### config.mk
export PLATFORM = sky130hd
export DESIGN_NAME = pattern_round_ctrl
export DESIGN_NICKNAME = d
export VERILOG_FILES = /design/src/rtl/pattern_round_ctrl.sv
export SDC_FILE = /design/constraint.sdc
export NUM_CORES = 1
export LEC_CHECK = 0
export CORE_MARGIN = 5
export CORE_UTILIZATION = 56
export CTS_CLUSTER_SIZE = 8
export DETAILED_ROUTE_END_ITERATION = 7
export DONT_BUFFER_PORTS = 1
export PLACE_DENSITY = 0.69
export SETUP_SLACK_MARGIN = 0.2
export SYNTH_ARGS = -nofsm -noshare
export SYNTH_HDL_FRONTEND = slang
export SYNTH_SLANG_ARGS = --single-unit
### constraint.sdc
create_clock -name clk -period 2.6 [get_ports clk]
set_input_delay 0.78 -clock clk [delete_from_list [all_inputs] [get_ports clk]]
set_output_delay 0.78 -clock clk [all_outputs]
set_load 0.005 [all_outputs]
### src/rtl/pattern_round_ctrl.sv
// Game round controller: fetches a random word from the LFSR, shows a stage-masked pattern,
// then collects and grades the player's switch answer until MAX_STAGE is cleared or a miss.
module pattern_round_ctrl #(
  parameter int unsigned SHOW_CYCLES    = 50_000_000,
  parameter int unsigned INPUT_CYCLES   = 250_000_000,
  parameter int unsigned BITS_PER_STAGE = 4,
  parameter int unsigned MAX_STAGE      = 4
) (
  input  logic        clk,
  input  logic        rst_n,
  input  logic        start,
  input  logic        submit,
  input  logic [15:0] sw,
  input  logic [15:0] rand_in,
  input  logic        has_generated,
  output logic        next_stage,
  output logic [15:0] led,
  output logic [3:0]  stage_num,
  output logic        busy,
  output logic        pass_pulse,
  output logic        win,
  output logic        lose
);

  localparam int unsigned TimerMax = (SHOW_CYCLES > INPUT_CYCLES) ? SHOW_CYCLES : INPUT_CYCLES;
  localparam int unsigned TimerW   = $clog2(TimerMax + 1);

  typedef logic [TimerW-1:0] timer_t;

  localparam timer_t ShowLast  = timer_t'(SHOW_CYCLES - 1);
  localparam timer_t InputLast = timer_t'(INPUT_CYCLES - 1);

  typedef enum logic [2:0] {
    StIdle, StReq, StLatch, StShow, StInput, StGrade, StWin, StLose
  } state_e;

  function automatic logic [15:0] stage_mask(input logic [3:0] k);
    logic [31:0] bits;
    bits = 32'(k) * BITS_PER_STAGE;
    if (bits >= 32'd16) return 16'hFFFF;
    return 16'((32'd1 << bits) - 32'd1);
  endfunction

  state_e      state_q, state_d;
  logic [3:0]  stage_q, stage_d;
  logic [15:0] pattern_q, pattern_d;
  logic [15:0] answer_q, answer_d;
  timer_t      timer_q, timer_d;
  logic [15:0] led_q, led_d;
  logic        next_stage_q, next_stage_d;
  logic        busy_q, busy_d;
  logic        pass_q, pass_d;
  logic        win_q, win_d;
  logic        lose_q, lose_d;
  logic [15:0] mask;

  assign mask = stage_mask(stage_q);

  always_ff @(posedge clk or negedge rst_n) begin
    if (!rst_n) begin
      state_q      <= StIdle;
      stage_q      <= 4'd0;
      pattern_q    <= 16'h0;
      answer_q     <= 16'h0;
      timer_q      <= '0;
      led_q        <= 16'h0;
      next_stage_q <= 1'b0;
      busy_q       <= 1'b0;
      pass_q       <= 1'b0;
      win_q        <= 1'b0;
      lose_q       <= 1'b0;
    end else begin
      state_q      <= state_d;
      stage_q      <= stage_d;
      pattern_q    <= pattern_d;
      answer_q     <= answer_d;
      timer_q      <= timer_d;
      led_q        <= led_d;
      next_stage_q <= next_stage_d;
      busy_q       <= busy_d;
      pass_q       <= pass_d;
      win_q        <= win_d;
      lose_q       <= lose_d;
    end
  end

  always_comb begin
    state_d      = state_q;
    stage_d      = stage_q;
    pattern_d    = pattern_q;
    answer_d     = answer_q;
    timer_d      = timer_q;
    led_d        = led_q;
    next_stage_d = next_stage_q;
    pass_d       = 1'b0;
    win_d        = win_q;
    lose_d       = lose_q;

    unique case (state_q)
      StIdle, StWin, StLose: begin
        next_stage_d = 1'b0;
        led_d        = 16'h0;
        if (start) begin
          state_d      = StReq;
          stage_d      = 4'd1;
          win_d        = 1'b0;
          lose_d       = 1'b0;
          next_stage_d = 1'b1;
        end
      end
      StReq: begin
        next_stage_d = 1'b1;
        if (has_generated) state_d = StLatch;
      end
      StLatch: begin
        // LFSR is still frozen during this cycle, so rand_in is the handed-over word.
        pattern_d    = rand_in & mask;
        led_d        = rand_in & mask;
        next_stage_d = 1'b0;
        timer_d      = '0;
        state_d      = StShow;
      end
      StShow: begin
        if (timer_q == ShowLast) begin
          state_d = StInput;
          led_d   = 16'h0;
          timer_d = '0;
        end else begin
          timer_d = timer_q + timer_t'(1);
        end
      end
      StInput: begin
        // A submit on the final allowed cycle takes priority over the timeout.
        if (submit) begin
          answer_d = sw & mask;
          state_d  = StGrade;
        end else if (timer_q == InputLast) begin
          state_d = StLose;
          lose_d  = 1'b1;
        end else begin
          timer_d = timer_q + timer_t'(1);
        end
      end
      StGrade: begin
        if (answer_q == pattern_q) begin
          pass_d = 1'b1;
          if (stage_q == 4'(MAX_STAGE)) begin
            state_d = StWin;
            win_d   = 1'b1;
          end else begin
            stage_d      = stage_q + 4'd1;
            state_d      = StReq;
            next_stage_d = 1'b1;
          end
        end else begin
          state_d = StLose;
          lose_d  = 1'b1;
        end
      end
      default: state_d = StIdle;
    endcase

    busy_d = !(state_d inside {StIdle, StWin, StLose});
  end

  assign next_stage = next_stage_q;
  assign led        = led_q;
  assign stage_num  = stage_q;
  assign busy       = busy_q;
  assign pass_pulse = pass_q;
  assign win        = win_q;
  assign lose       = lose_q;

endmodule
==> results of run 1 <==
## final cells by class
| type | count | share of cell area (%) |
|---|---|---|
| Clock buffer | 9 | 2.57 |
| Sequential cell | 88 | 45.6 |
| Timing Repair Buffer | 17 | 2.72 |
| Clock inverter | 7 | 1.53 |
| Multi-Input combinational cell | 330 | 44.0 |
| Inverter | 12 | 0.933 |
| Tap cell | 102 | 2.64 |
## worst max-delay path by stage
stage | end | slack [ns]
after floorplan | timer_q[25] | 0.19
after global placement | timer_q[25] | 0.16
after detailed placement | timer_q[25] | 0.13
after CTS | led[0] | 0.20
after global routing | timer_q[10] | 0.16
final | stage_num[0] | 0.30
## kinds of logic after synthesis
| group | after synthesis | share of synthesized area, % |
|---|---|---|
| adders and majority gates | 4 | 1.13 |
| muxes | 4 | 0.964 |
| AOI/OAI and AO/OA | 115 | 18.3 |
| and+or+nand+nor | 176 | 20.3 |
| DFF | 88 | 49.9 |
| buffers and inverters | 34 | 3.29 |
| xor gates and xnor gates | 31 | 6.15 |
## per-stage QoR
stage | hold WS (ns) | util (%) | power (uW) | setup WS [ns]
floorplan | 0.469 | - | 2420 | 0.187
global placement | 0.481 | 59.2 | 2610 | 0.163
detailed placement | 0.487 | 59.2 | 2650 | 0.131
CTS | 0.0921 | 61.8 | 3580 | 0.201
global route | 0.0811 | 62.8 | 3770 | 0.159
finish | 0.103 | 62.8 | 3550 | 0.300
## cells in the mapped netlist, types with 10 or more instances
master / n
a22o_1: 31
o21ai_0: 42
nand2_1: 54
nor4_1: 10
nand3_1: 10
nor2_1: 40
xor2_1: 23
inv_1: 12
clkbuf_1: 17
dfrtp_1: 88
## registers in the layout (all words and copies together) (netlist names), 3 cells and up
register   count
timer_q       28
answer_q      16
led           16
pattern_q     16
stage_num      4
state_q        3
## power by group through the flow
stage / combinational [uW] / clock [uW] / sequential, uW
3_3_place_gp: 666 / 0 / 1940
2_1_floorplan: 549 / 0 / 1870
4_1_cts: 700 / 955 / 1930
6_report: 698 / 931 / 1920
5_1_grt: 788 / 1020 / 1960
3_5_place_dp: 696 / 0 / 1950
## timing repair
item | 4_1_cts | 5_1_grt
setup endpoints to repair | 0 | 30
setup buffers | 0 | 2
gates resized for setup | 0 | 12
## layer usage
layer	vias up	part of all wire [%]
li1	1637	-
met5	-	0
met4	0	1.9
met3	17	4.2
met1	1638	43
met2	86	51
## critical path: stages (launching register included)
cell	delay, ns
dfrtp_1	0.43
xor2_1	0.18
nor4_1	0.35
nand4_1	0.26
or2_2	0.44
nor2_2	0.16
mux2_2	0.35
==> metrics.md, run 1 <==
| Metric | Value |
|---|---|
| Non-Filler Instances | `565` |
| Fmax | `435 MHz` |
| RR Startpoint | `pattern_q[6]` |
| Total Routed Length | `10300 um` |
| Top Ports | `62` |
| Top Usage Layer GRT | `met2` |
| Final period util | `88.5%` |
| Synthesized area per cell | `9.76 um2` |
| Number of diodes | `0` |
| Seq pwr share | `54.1%` |
| Clock Sinks | `88` |
| Post-DP HPWL | `7400 um` |
| Routed wire length per instance | `18.3 um` |
| Worst slew pin tran | `0.641 ns` |
| Min-Delay Path Class | `input pin to asynchronous set/reset pin` |
| DRT iter0 DRCs | `167` |
| Crit path DAT | `2.55 ns` |
| GRT overflow | `0` |
| Worst EP required | `2.85 ns` |
| Crit path launch | `pattern_q[6]` |
| Post-route ant nets | `0` |
| Share of layout cells above drive strength 1 | `11.2%` |
| Final hold vios | `0` |
| Max IR drop VDD | `0.362 mV` |
| Via count | `3378` |
| Mapped Area | `0.00441 mm2` |
| Dpl cells | `547` |
| Logic pwr share | `19.6%` |
| Post-Synthesis Cells | `452` |
| Synthesis-stage register bit count | `88` |
| Ys flop type | `dfrtp_1` |
| Max_cap viols | `0` |
| Cell taking the most area after synthesis | `dfrtp_1` |
| Die height | `98.8 um` |
| Port Buffers | `0` |
| Most common cell after layout, fill and taps aside | `dfrtp_1` |
| Int Power | `2390 uW` |
| Final min period | `2.30 ns` |
| Startpoint Class | `flip-flop` |
| Post-Place Cell Area | `0.00455 mm2` |
| R2R Setup Slk | `0.30 ns` |
| Yosys warnings | `0` |
| Hold_buf cts | `0` |
| Slew Viols, Final | `0` |
| Root Buffer | `clkbuf_8` |
| Clk slew on worst S/H paths | `0.10 ns` |
| Post-synth EDFFs | `0` |
| Status | `finished clean` |
| Longest Clk Path Bufs | `2` |
| Row count | `32` |
| Vias per inst | `5.98` |
| Residual DRC | `0` |
| First-pass iteration count of the detailed router | `4` |
| Synth top area share | `49.9%` |
| CTS tree | `built` |
| Die width | `98.8 um` |
| H-tree depth | `3` |
| GRT Total Usage | `22.0%` |
| Net Count, Synth | `493` |
| Syn-to-layout area delta | `9.36%` |
| Area contributors post-synth | `dfrtp_1, a22o_1, o21ai_0` |
| Clock Latency Late Sink | `0.36 ns` |
| Critical Path Sink Type | `flip-flop` |
| First-pass GRT wire length | `17500 um` |
| Asr flop ratio synth | `100%` |
| RSZ-0062 raised after global routing | `true` |
| Clock Power Share | `26.2%` |
| Critical path class | `flip-flop to flip-flop` |
| Met3 Use GR | `3.04%` |
| Sequential cell area fraction in the yosys report | `49.9%` |
| Reg2Reg Depth | `6` |
| Skew final | `0.0104 ns` |
| Vias in the first global route | `3480` |
| CTS Buf Count | `9` |
| Met1 Track Usage GR | `28.5%` |
| Reg-to-Reg End | `stage_num[0]` |
| Switching power share of the total | `32.6%` |
| Layout Cell Area excl Fill | `0.00483 mm2` |
| Synth cell types | `54` |
| Nets@finish | `499` |
| Final setup fails | `0` |
| Fin Setup TNS | `0 ns` |
| Slew HR | `56.9%` |
| Initial antenna violation count | `0` |
| Core area | `0.00769 mm2` |
| Most frequent cells in the layout | `dfrtp_1, nand2_1, o21ai_0` |
| DIE AREA | `0.00976 mm2` |
| Psw | `1160 uW` |
| Footprint of the multi-input gates | `0.00212 mm2` |
| Fill cell count | `652` |
| Leak | `0.00213 uW` |
| Seq. cell area | `0.00220 mm2` |
| Largest net degree at the start of global routing | `89` |
| Met2 Resource Use GR | `38.2%` |
| Worst Path Max Fanout | `8` |
| GPL Wtd Cong | `0.834` |
| PD cells | `736 mW/mm2` |
| Initial Utilization | `57.4%` |
(Power assumes the default switching activity.)
==> run 2: changes to the inputs <==
--- a/config.mk
+++ b/config.mk
@@ -6,11 +6,10 @@
 export NUM_CORES = 1
 export LEC_CHECK = 0
 export CORE_MARGIN = 5
-export CORE_UTILIZATION = 56
+export CORE_UTILIZATION = 55
 export CTS_CLUSTER_SIZE = 8
 export DETAILED_ROUTE_END_ITERATION = 7
-export DONT_BUFFER_PORTS = 1
-export PLACE_DENSITY = 0.69
+export PLACE_DENSITY = 0.78
 export SETUP_SLACK_MARGIN = 0.2
 export SYNTH_ARGS = -nofsm -noshare
 export SYNTH_HDL_FRONTEND = slang
==> run 2 against run 1 <==
Compared with the run above: core utilization increased by 8.3 points; worst hold slack improved by 0.24 ns; first-iteration DRC count increased by 58%; largest cell class unchanged; clock skew about the same; critical endpoint is now timer_q[25]; global-route usage increased by 1.5 points.
==> metrics.md, run 2 (same netlist as run 1, synthesis figures left out) <==
| Metric | Value |
|---|---|
| Syn-to-layout area delta | `25.2%` |
| Initial antenna violation count | `0` |
| Layout Cell Area excl Fill | `0.00552 mm2` |
| Clk slew on worst S/H paths | `0.10 ns` |
| Longest Clk Path Bufs | `2` |
| Via count | `3730` |
| Most common cell after layout, fill and taps aside | `dfrtp_1` |
| DIE AREA | `0.00992 mm2` |
| GRT Total Usage | `23.6%` |
| Worst slew pin tran | `0.641 ns` |
| Residual DRC | `0` |
| CTS tree | `built` |
| Total Routed Length | `11200 um` |
| H-tree depth | `3` |
| Fill cell count | `586` |
| Routed wire length per instance | `17.6 um` |
| Worst Path Max Fanout | `6` |
| Nets@finish | `567` |
| Min-Delay Path Class | `input pin to asynchronous set/reset pin` |
| PD cells | `718 mW/mm2` |
| Number of diodes | `0` |
| GPL Wtd Cong | `0.889` |
| Core area | `0.00777 mm2` |
| Fmax | `425 MHz` |
| Post-route ant nets | `0` |
| DRT iter0 DRCs | `264` |
| Largest net degree at the start of global routing | `37` |
| Worst EP required | `2.90 ns` |
| Die width | `99.6 um` |
| GRT overflow | `0` |
| First-pass GRT wire length | `19000 um` |
| Vias per inst | `5.89` |
| Slew HR | `56.9%` |
| Die height | `99.6 um` |
| Final setup fails | `0` |
| Vias in the first global route | `3809` |
| CTS Buf Count | `9` |
| Max IR drop VDD | `0.351 mV` |
| Hold_buf cts | `0` |
| RR Startpoint | `pattern_q[13]` |
| First-pass iteration count of the detailed router | `7` |
| Footprint of the multi-input gates | `0.00214 mm2` |
| Biggest register | `timer_q` |
| Seq. cell area | `0.00220 mm2` |
| Initial Utilization | `56.8%` |
| Fin Setup TNS | `0 ns` |
| Final hold vios | `0` |
| Largest register FFs | `28` |
| Post-DP HPWL | `7970 um` |
| Clock Latency Late Sink | `0.36 ns` |
| Critical path class | `input pin to flip-flop` |
| Final min period | `2.35 ns` |
| Status | `finished clean` |
| Final period util | `90.6%` |
| Slew Viols, Final | `0` |
| RSZ-0062 raised after global routing | `true` |
| Most frequent cells in the layout | `dfrtp_1, clkdlybuf4s50_1, nand2_1` |
| Post-Place Cell Area | `0.00520 mm2` |
| Row count | `32` |
| Max_cap viols | `0` |
| Root Buffer | `clkbuf_8` |
| Port Buffers | `61` |
| Leak | `0.00241 uW` |
| Crit path launch | `submit` |
| Clock Sinks | `88` |
| Overall power | `3970 uW` |
| Critical Path Sink Type | `flip-flop` |
| Crit path DAT | `2.65 ns` |
| Share of layout cells above drive strength 1 | `12.1%` |
| Skew final | `0.0104 ns` |
| Top Ports | `62` |
| Startpoint Class | `input pin` |
==> run 2: cell types whose count changed in the layout (fill, tap and decap cells not counted), moves of 2 or more <==
cell             previous run  this run
inv_6                       1         3
clkinv_4                    3         0
o41ai_1                     2         0
o41ai_2                     0         2
clkdlybuf4s50_1             0        59
buf_4                      16        22
clkinv_2                    0         2
==> run 2: layer usage <==
metal	vias to the layer above	track usage [%]	routed length, um
li1	1770	-	-
met1	1808	30.9	4710
met2	131	39.9	5550
met3	21	5.54	741
met4	0	5.36	165
met5	-	0	0
==> run 2: power breakdown <==
| group | switching, uW | internal, uW | leakage [uW] | total [uW] |
|---|---|---|---|---|
| Sequential | 219 | 1660 | 0.00115 | 1880 |
| Clock | 538 | 459 | 0.000106 | 997 |
| Combinational | 464 | 629 | 0.00115 | 1090 |
==> run 2: area by class of cell <==
cell class / count / area share, %
inverters: 12 / 0.815
multi-input cells: 330 / 38.8
well taps: 102 / 2.31
clock inverters: 7 / 1.40
clock buffers: 9 / 2.24
flip-flops and latches: 88 / 39.9
repair buffers: 85 / 14.5
==> run 2: path summary, 6_finish.rpt <==
kind                           endpoint  slack (ns)  depth (start not counted)
min reg2reg                      led[8]        0.50                          1
max reg2reg                stage_num[0]        0.33                          6
max                         timer_q[25]        0.25                          7
min                        stage_num[2]        0.34                          1
max in group asynchronous  answer_q[11]        1.60                          2
min in group clk                 led[8]        0.50                          1
==> run 2: worst max-delay path, stage by stage <==
cell	delay (ns)
clkdlybuf4s15_2	0.20
or4b_4	0.54
a2111oi_4	0.31
o41ai_2	0.15
buf_4	0.19
or3_4	0.37
a21oi_2	0.11
==> run 2: timing repair <==
item,4_1_cts,5_1_grt
gates resized for setup,7,13
gates cloned,1,0
setup endpoints to repair,10,37
pin swaps,6,3
buffers inserted,1,3
endpoints found under the hold margin,0,0
==> run 2: stage by stage <==
stage	worst slack (ns)	utilization (%)	hold slack [ns]	std cells
4_1_cts	0.212	70.0	0.351	630
5_1_grt	0.185	71.1	0.347	633
3_3_place_gp	-0.305	67.0	0.465	612
6_report	0.246	71.1	0.341	633
2_1_floorplan	0.187	-	0.469	452
3_5_place_dp	-0.360	67.0	0.473	612
